## config.mk

```make
export PLATFORM = sky130hd
export DESIGN_NAME = pipe_hazard_ctrl_flat
export DESIGN_NICKNAME = d
export VERILOG_FILES = /design/src/rtl/pipe_hazard_ctrl_if.sv /design/src/rtl/pipe_hazard_ctrl.sv /design/src/flat_wrapper.sv
export SDC_FILE = /design/constraint.sdc
export NUM_CORES = 1
export LEC_CHECK = 0
export ABC_CLOCK_PERIOD_IN_PS = 3200
export CAP_MARGIN = 15
export CORE_ASPECT_RATIO = 0.9
export CORE_MARGIN = 5
export CORE_UTILIZATION = 46
export CTS_CLUSTER_SIZE = 14
export DETAILED_ROUTE_END_ITERATION = 16
export HOLD_SLACK_MARGIN = 0.03
export MAX_ROUTING_LAYER = met4
export PLACE_DENSITY = 0.95
export SLEW_MARGIN = 0
export SYNTH_ARGS = -nofsm -noshare
export SYNTH_HDL_FRONTEND = slang
export SYNTH_SLANG_ARGS = --single-unit
```

## constraint.sdc

```tcl
create_clock -name clk -period 3.2 [get_ports clk]
set_input_delay 0.64 -clock clk [delete_from_list [all_inputs] [get_ports clk]]
set_output_delay 0.64 -clock clk [all_outputs]
set_load 0.05 [all_outputs]
```

## src/rtl/pipe_hazard_ctrl_if.sv

```systemverilog
// pipe_hazard_ctrl_if
//   Groups the hazard controller's pipeline-facing signals.
//   master : pipeline side; drives stage status, observes stall/flush controls.
//   slave  : hazard controller; observes stage status, drives stall/flush controls.
//   Status  : exe_valid, fw_valid, exe_multi, exe_done, exe_redirect,
//             mem_req, mem_ack, trap
//   Control : exe_ready, exe_start, exe_flush, id_flush, if_stall, id_stall,
//             mem_stall, mem_err, stall_cycles[31:0]
interface pipe_hazard_ctrl_if;
  logic        exe_valid;
  logic        fw_valid;
  logic        exe_multi;
  logic        exe_done;
  logic        exe_redirect;
  logic        mem_req;
  logic        mem_ack;
  logic        trap;
  logic        exe_ready;
  logic        exe_start;
  logic        exe_flush;
  logic        id_flush;
  logic        if_stall;
  logic        id_stall;
  logic        mem_stall;
  logic        mem_err;
  logic [31:0] stall_cycles;

  modport master (
    output exe_valid, fw_valid, exe_multi, exe_done, exe_redirect,
           mem_req, mem_ack, trap,
    input  exe_ready, exe_start, exe_flush, id_flush, if_stall, id_stall,
           mem_stall, mem_err, stall_cycles
  );

  modport slave (
    input  exe_valid, fw_valid, exe_multi, exe_done, exe_redirect,
           mem_req, mem_ack, trap,
    output exe_ready, exe_start, exe_flush, id_flush, if_stall, id_stall,
           mem_stall, mem_err, stall_cycles
  );
endinterface

```

## src/rtl/pipe_hazard_ctrl.sv

```systemverilog
// pipe_hazard_ctrl
//   Pipeline hazard controller: stalls IF/ID/EXE for multi-cycle EXE units and
//   data-memory waits, flushes on taken redirects and traps, and raises a
//   memory timeout error that is treated like a trap.
// Parameters
//   FLUSH_CYCLES : cycles spent in FLUSH after a redirect or trap (1..7)
//   MEM_TIMEOUT  : MEM_WAIT cycles before mem_err fires (1..255)
// Ports
//   clk : clock, posedge
//   rst : synchronous, active-high reset
//   bus : pipe_hazard_ctrl_if.slave (stage status in, stall/flush controls out)
// Optional feature
//   PIPE_STALL_CNT_EN : when defined, stall_cycles counts id_stall cycles
//                       (saturating); otherwise stall_cycles is tied to 0.
module pipe_hazard_ctrl #(
  parameter int unsigned FLUSH_CYCLES = 1,
  parameter int unsigned MEM_TIMEOUT  = 255
) (
  input logic               clk,
  input logic               rst,
  pipe_hazard_ctrl_if.slave bus
);

  typedef enum logic [1:0] {
    S_RUN      = 2'd0,
    S_EXE_WAIT = 2'd1,
    S_MEM_WAIT = 2'd2,
    S_FLUSH    = 2'd3
  } state_e;

  localparam logic [2:0] FLUSH_LOAD = 3'(FLUSH_CYCLES - 1);
  localparam logic [7:0] TMO_LAST   = 8'(MEM_TIMEOUT - 1);

  state_e     state_q, state_d;
  logic [2:0] flush_cnt_q, flush_cnt_d;
  logic [7:0] tmo_q, tmo_d;
  logic       done_q, done_d;

  logic done_eff;
  logic exe_ok;
  logic new_wait;
  logic exe_ready, exe_start, exe_flush, id_flush;
  logic if_stall, id_stall, mem_stall, mem_err;

  // A done pulse seen during a memory stall is remembered in done_q.
  assign done_eff = bus.exe_done | done_q;
  assign exe_ok   = ~bus.exe_valid |
                    (bus.fw_valid & (~bus.exe_multi | done_eff));
  assign new_wait = bus.exe_valid & bus.exe_multi & bus.fw_valid & ~bus.exe_done;

  always_comb begin
    state_d     = state_q;
    flush_cnt_d = flush_cnt_q;
    tmo_d       = tmo_q;
    done_d      = 1'b0;
    exe_ready   = 1'b0;
    exe_start   = 1'b0;
    exe_flush   = 1'b0;
    id_flush    = 1'b0;
    if_stall    = 1'b0;
    id_stall    = 1'b0;
    mem_stall   = 1'b0;
    mem_err     = 1'b0;

    if (rst) begin
      // Kill everything in flight while reset is held.
      exe_flush = 1'b1;
      id_flush  = 1'b1;
    end else if (state_q == S_FLUSH) begin
      id_flush = 1'b1;
      if (bus.trap) begin
        exe_flush   = 1'b1;
        flush_cnt_d = FLUSH_LOAD;
      end else if (flush_cnt_q == 3'd0) begin
        state_d = S_RUN;
      end else begin
        flush_cnt_d = flush_cnt_q - 3'd1;
      end
    end else begin
      mem_stall = bus.mem_req & ~bus.mem_ack;
      exe_ready = ~mem_stall & exe_ok;
      if_stall  = ~exe_ready;
      id_stall  = ~exe_ready;
      mem_err   = (state_q == S_MEM_WAIT) & mem_stall & (tmo_q == TMO_LAST);

      if (bus.trap | mem_err) begin
        exe_flush   = 1'b1;
        id_flush    = 1'b1;
        state_d     = S_FLUSH;
        flush_cnt_d = FLUSH_LOAD;
      end else if (mem_stall) begin
        // An outstanding multi-cycle op stays in EXE_WAIT; only RUN enters
        // MEM_WAIT, so the timeout only covers pure memory waits.
        unique case (state_q)
          S_RUN: begin
            state_d = S_MEM_WAIT;
            tmo_d   = 8'd0;
          end
          S_MEM_WAIT: tmo_d = tmo_q + 8'd1;
          default:    done_d = done_eff;
        endcase
      end else if ((state_q == S_EXE_WAIT) && !done_eff) begin
        state_d = S_EXE_WAIT;
      end else if ((state_q != S_EXE_WAIT) && new_wait) begin
        // Reached from RUN, or from MEM_WAIT when the op was held back by
        // the memory stall; the op is launched only once.
        state_d   = S_EXE_WAIT;
        exe_start = 1'b1;
      end else if (bus.exe_valid & bus.exe_redirect & exe_ready) begin
        // The branch itself retires, so only the younger stages are killed.
        id_flush    = 1'b1;
        state_d     = S_FLUSH;
        flush_cnt_d = FLUSH_LOAD;
      end else begin
        state_d = S_RUN;
      end
    end
  end

  always_ff @(posedge clk) begin
    if (rst) begin
      state_q     <= S_RUN;
      flush_cnt_q <= 3'd0;
      tmo_q       <= 8'd0;
      done_q      <= 1'b0;
    end else begin
      state_q     <= state_d;
      flush_cnt_q <= flush_cnt_d;
      tmo_q       <= tmo_d;
      done_q      <= done_d;
    end
  end

`ifdef PIPE_STALL_CNT_EN
  logic [31:0] stall_cnt_q;

  always_ff @(posedge clk) begin
    if (rst) begin
      stall_cnt_q <= 32'd0;
    end else if (id_stall && (stall_cnt_q != 32'hFFFF_FFFF)) begin
      stall_cnt_q <= stall_cnt_q + 32'd1;
    end
  end

  assign bus.stall_cycles = stall_cnt_q;
`else
  assign bus.stall_cycles = 32'd0;
`endif

  assign bus.exe_ready = exe_ready;
  assign bus.exe_start = exe_start;
  assign bus.exe_flush = exe_flush;
  assign bus.id_flush  = id_flush;
  assign bus.if_stall  = if_stall;
  assign bus.id_stall  = id_stall;
  assign bus.mem_stall = mem_stall;
  assign bus.mem_err   = mem_err;

endmodule
```

## src/flat_wrapper.sv

```systemverilog
// flat-port wrapper written by rule: the top's interface ports become plain ports
module pipe_hazard_ctrl_flat 
#(
  parameter int unsigned FLUSH_CYCLES = 1,
  parameter int unsigned MEM_TIMEOUT  = 255
)
  (clk, rst, bus_exe_valid, bus_fw_valid, bus_exe_multi, bus_exe_done, bus_exe_redirect, bus_mem_req, bus_mem_ack, bus_trap, bus_exe_ready, bus_exe_start, bus_exe_flush, bus_id_flush, bus_if_stall, bus_id_stall, bus_mem_stall, bus_mem_err, bus_stall_cycles);
  pipe_hazard_ctrl_if bus_i ();
  input logic clk;
  input logic rst;
  input wire logic [$bits(bus_i.exe_valid)-1:0] bus_exe_valid;
  input wire logic [$bits(bus_i.fw_valid)-1:0] bus_fw_valid;
  input wire logic [$bits(bus_i.exe_multi)-1:0] bus_exe_multi;
  input wire logic [$bits(bus_i.exe_done)-1:0] bus_exe_done;
  input wire logic [$bits(bus_i.exe_redirect)-1:0] bus_exe_redirect;
  input wire logic [$bits(bus_i.mem_req)-1:0] bus_mem_req;
  input wire logic [$bits(bus_i.mem_ack)-1:0] bus_mem_ack;
  input wire logic [$bits(bus_i.trap)-1:0] bus_trap;
  output wire logic [$bits(bus_i.exe_ready)-1:0] bus_exe_ready;
  output wire logic [$bits(bus_i.exe_start)-1:0] bus_exe_start;
  output wire logic [$bits(bus_i.exe_flush)-1:0] bus_exe_flush;
  output wire logic [$bits(bus_i.id_flush)-1:0] bus_id_flush;
  output wire logic [$bits(bus_i.if_stall)-1:0] bus_if_stall;
  output wire logic [$bits(bus_i.id_stall)-1:0] bus_id_stall;
  output wire logic [$bits(bus_i.mem_stall)-1:0] bus_mem_stall;
  output wire logic [$bits(bus_i.mem_err)-1:0] bus_mem_err;
  output wire logic [$bits(bus_i.stall_cycles)-1:0] bus_stall_cycles;
  assign bus_i.exe_valid = bus_exe_valid;
  assign bus_i.fw_valid = bus_fw_valid;
  assign bus_i.exe_multi = bus_exe_multi;
  assign bus_i.exe_done = bus_exe_done;
  assign bus_i.exe_redirect = bus_exe_redirect;
  assign bus_i.mem_req = bus_mem_req;
  assign bus_i.mem_ack = bus_mem_ack;
  assign bus_i.trap = bus_trap;
  assign bus_exe_ready = bus_i.exe_ready;
  assign bus_exe_start = bus_i.exe_start;
  assign bus_exe_flush = bus_i.exe_flush;
  assign bus_id_flush = bus_i.id_flush;
  assign bus_if_stall = bus_i.if_stall;
  assign bus_id_stall = bus_i.id_stall;
  assign bus_mem_stall = bus_i.mem_stall;
  assign bus_mem_err = bus_i.mem_err;
  assign bus_stall_cycles = bus_i.stall_cycles;
  pipe_hazard_ctrl #(.FLUSH_CYCLES(FLUSH_CYCLES), .MEM_TIMEOUT(MEM_TIMEOUT)) u_core (.clk(clk), .rst(rst), .bus(bus_i));
endmodule
```

==> impl_metrics.json <==
{
  "drcViolationCount": 0,
  "antennaDiodeCount": 0,
  "worstPathMaxFanout": 11,
  "synthTopCellsByCount": "33 x buf_4, 15 x nor2_1, 14 x dfxtp_1, 11 x nand2_1, 8 x inv_1",
  "ios": 50,
  "grt_max_degree": 13,
  "ys_ff_latch": 14,
  "drt_wl_total_mm": 2.41,
  "dpl_cell_area_mm2": 0.00132,
  "combPwrFrac_pct": 36.3,
  "cts_tree": "yes",
  "critPathLaunchType": "input port",
  "drtAntennaViolNets": 0,
  "area_growth_syn_to_layout_pct": 12.9,
  "yosysMostFrequentCell": "buf_4",
  "grt_usage_pct": 13.2,
  "hold_viol_final": 0,
  "clkTransAtPathRegs_ns": 0.08,
  "post_drt_wl_per_cell_um": 12.2,
  "syn_avg_cell_area_um2": 7.73,
  "layout-drive-gt1-share_pct": 9.47,
  "synthArstFlopShare_pct": 0,
  "p_sw_uw": 202,
  "slew_viol_final": 0,
  "drv_cap": 0,
  "yosysUniqueCellTypes": 39,
  "cts_buffers": 3,
  "synth_top_area_share_pct": 23.4,
  "crit_required_ns": 2.56,
  "power_uw": 492,
  "yosysSeqAreaShare_pct": 23.4,
  "grt_pass1_vias": 855,
  "grt_overflow": 0,
  "die_w_um": 63.8,
  "final_util_pct": 54.9,
  "vias": 1030,
  "intPower_uw": 289,
  "synth_top_flop_cell": "dfxtp_1",
  "row_count": 17,
  "vias_per_cell": 5.23,
  "coreArea_mm2": 0.00247,
  "nNetsFinal": 184,
  "fin_crit_ns": 2.92,
  "clkPwrFrac_pct": 26.1,
  "switching_share_pct": 41.1,
  "cts_sinks": 14,
  "dp_cells": 193,
  "status": "completed",
  "clk_latency_ns": 0.28,
  "synthTopCellsByArea": "dfxtp_1 23%, buf_4 21%, nor2_1 4.7%, ha_1 4.2%, nand2_1 3.4%",
  "grt_setup_unrepaired": "no",
  "initialDrtViolationCount": 65,
  "critPathKind": "input port to primary output",
  "leakagePower_uw": 0.000573,
  "ir_drop_v": 0.000221,
  "die_y_um": 58.4,
  "cts_root_buf": "clkbuf_4",
  "seqPwrFrac_pct": 37.6,
  "fin_cells": 197,
  "cts_hold_buf": 0,
  "post_cts.repair.setup_buffers": 0,
  "synth_edf_count": 0,
  "cts-resized-gates": 0,
  "gp_congestion": 0.910,
  "io_buffers": 17,
  "antenna_found_initial": 0,
  "setup-tns-final_ns": 0,
  "netlist_area_mm2": 0.00120,
  "ys_warn_count": 0,
  "setup_viol": 0,
  "synthCells": 155,
  "dp.final_hpwl_mm": 2.00,
  "firstDrtPassIters": 4,
  "fin_area_mm2": 0.00135,
  "end_kind": "primary output",
  "powerDensity_mw_per_mm2": 363,
  "fin_skew_ns": 0.00627,
  "die_area_mm2": 0.00373,
  "fmax_mhz": 343,
  "hold_class": "register to register",
  "htreeDepth": 1,
  "grt_first_pass_wirelength_mm": 3.90,
  "period_share_pct": 91.1,
  "crit_arrival_ns": 2.28,
  "clockBufferDepth": 2,
  "initial_core_util_pct": 48.6,
  "synth_top_cell_by_area": "dfxtp_1"
}
[state kept, by name, indices dropped and copies added (netlist names)]
signal / flops
u_core.tmo_q: 8
u_core.state_q: 2
u_core.flush_cnt_q: 3
u_core.done_q: 1
[cells by family after synthesis]
kind of cell	share of synthesized area, %
AND/OR/NAND/NOR	23.1
XOR/XNOR	2.19
other	0.313
multiplexers	2.51
flip-flops	23.4
buffers and inverters	25.6
adder cells (fa/ha/maj)	4.18
AO/OA/AOI/OAI	18.8
[path summary, 6_finish.rpt]
kind / from / end / slack (ns) / cells after the start
setup / recovery: bus_mem_ack / bus_exe_flush / 0.28 / 5
hold / removal: u_core.flush_cnt_q[0] / u_core.flush_cnt_q[0] / 0.49 / 1
setup reg to reg: u_core.tmo_q[0] / u_core.flush_cnt_q[0] / 1.47 / 6
hold reg to reg: u_core.flush_cnt_q[0] / u_core.flush_cnt_q[0] / 0.49 / 1
[critical path, stage by stage]
cell and delay (ns):
clkdlybuf4s50_1 0.45, nand2b_1 0.34, o41a_1 0.53, nand2_1 0.16, buf_12 0.15
[power groups by stage]
stage	combinational (µW)	sequential (µW)	clock [µW]
after global placement	175	188	0
after global routing	187	186	146
after CTS	178	185	134
after detailed placement	177	189	0
final	178	185	128
after floorplan	174	183	0
[layout by cell type (no fill, tap or decap), types with 2 or more instances in the layout]
| cell | n |
|---|---|
| conb_1 | 32 |
| nor2_1 | 15 |
| dfxtp_1 | 14 |
| nand2_1 | 11 |
| clkdlybuf4s50_1 | 9 |
| inv_1 | 8 |
| a21oi_1 | 7 |
| o21ai_0 | 7 |
| buf_12 | 7 |
| nand3_1 | 4 |
| ha_1 | 4 |
| nand2b_1 | 3 |
| nand4_1 | 3 |
| and3_1 | 3 |
| mux2i_1 | 3 |
| o211ai_1 | 3 |
| o2111ai_1 | 3 |
| xor2_1 | 3 |
| or3_1 | 3 |
| clkbuf_4 | 3 |
| nor2b_1 | 2 |
| o31ai_1 | 2 |
| nor3b_1 | 2 |
[area by class of cell]
class                   instances  area [µm²]
fillers                       239        1110
repair buffers                 17         238
flip-flops and latches         14         280
well taps                      28        35.0
multi-input cells             126         734
clock buffers                   4        36.3
inverters                       8        30.0
[through the flow]
step                hold WS [ns]  setup slack (ns)
CTS                        0.493             0.281
floorplan                  0.449             0.398
global placement           0.470             0.338
finish                     0.493             0.285
global route               0.551             0.174
detailed placement         0.479             0.280
[per-layer routing]
layer  GRT usage (%)  share of wire (%)  vias up  routed length (µm)
met1            16.6                 41      479                 997
met2            20.9                 50       40                1210
li1                -                  -      511                   -
met4            2.08                  0        0                   0
met5               -                  0        -                   0
met3            4.58                8.5        0                 206
No activity file was read; power rests on OpenSTA's default activity.
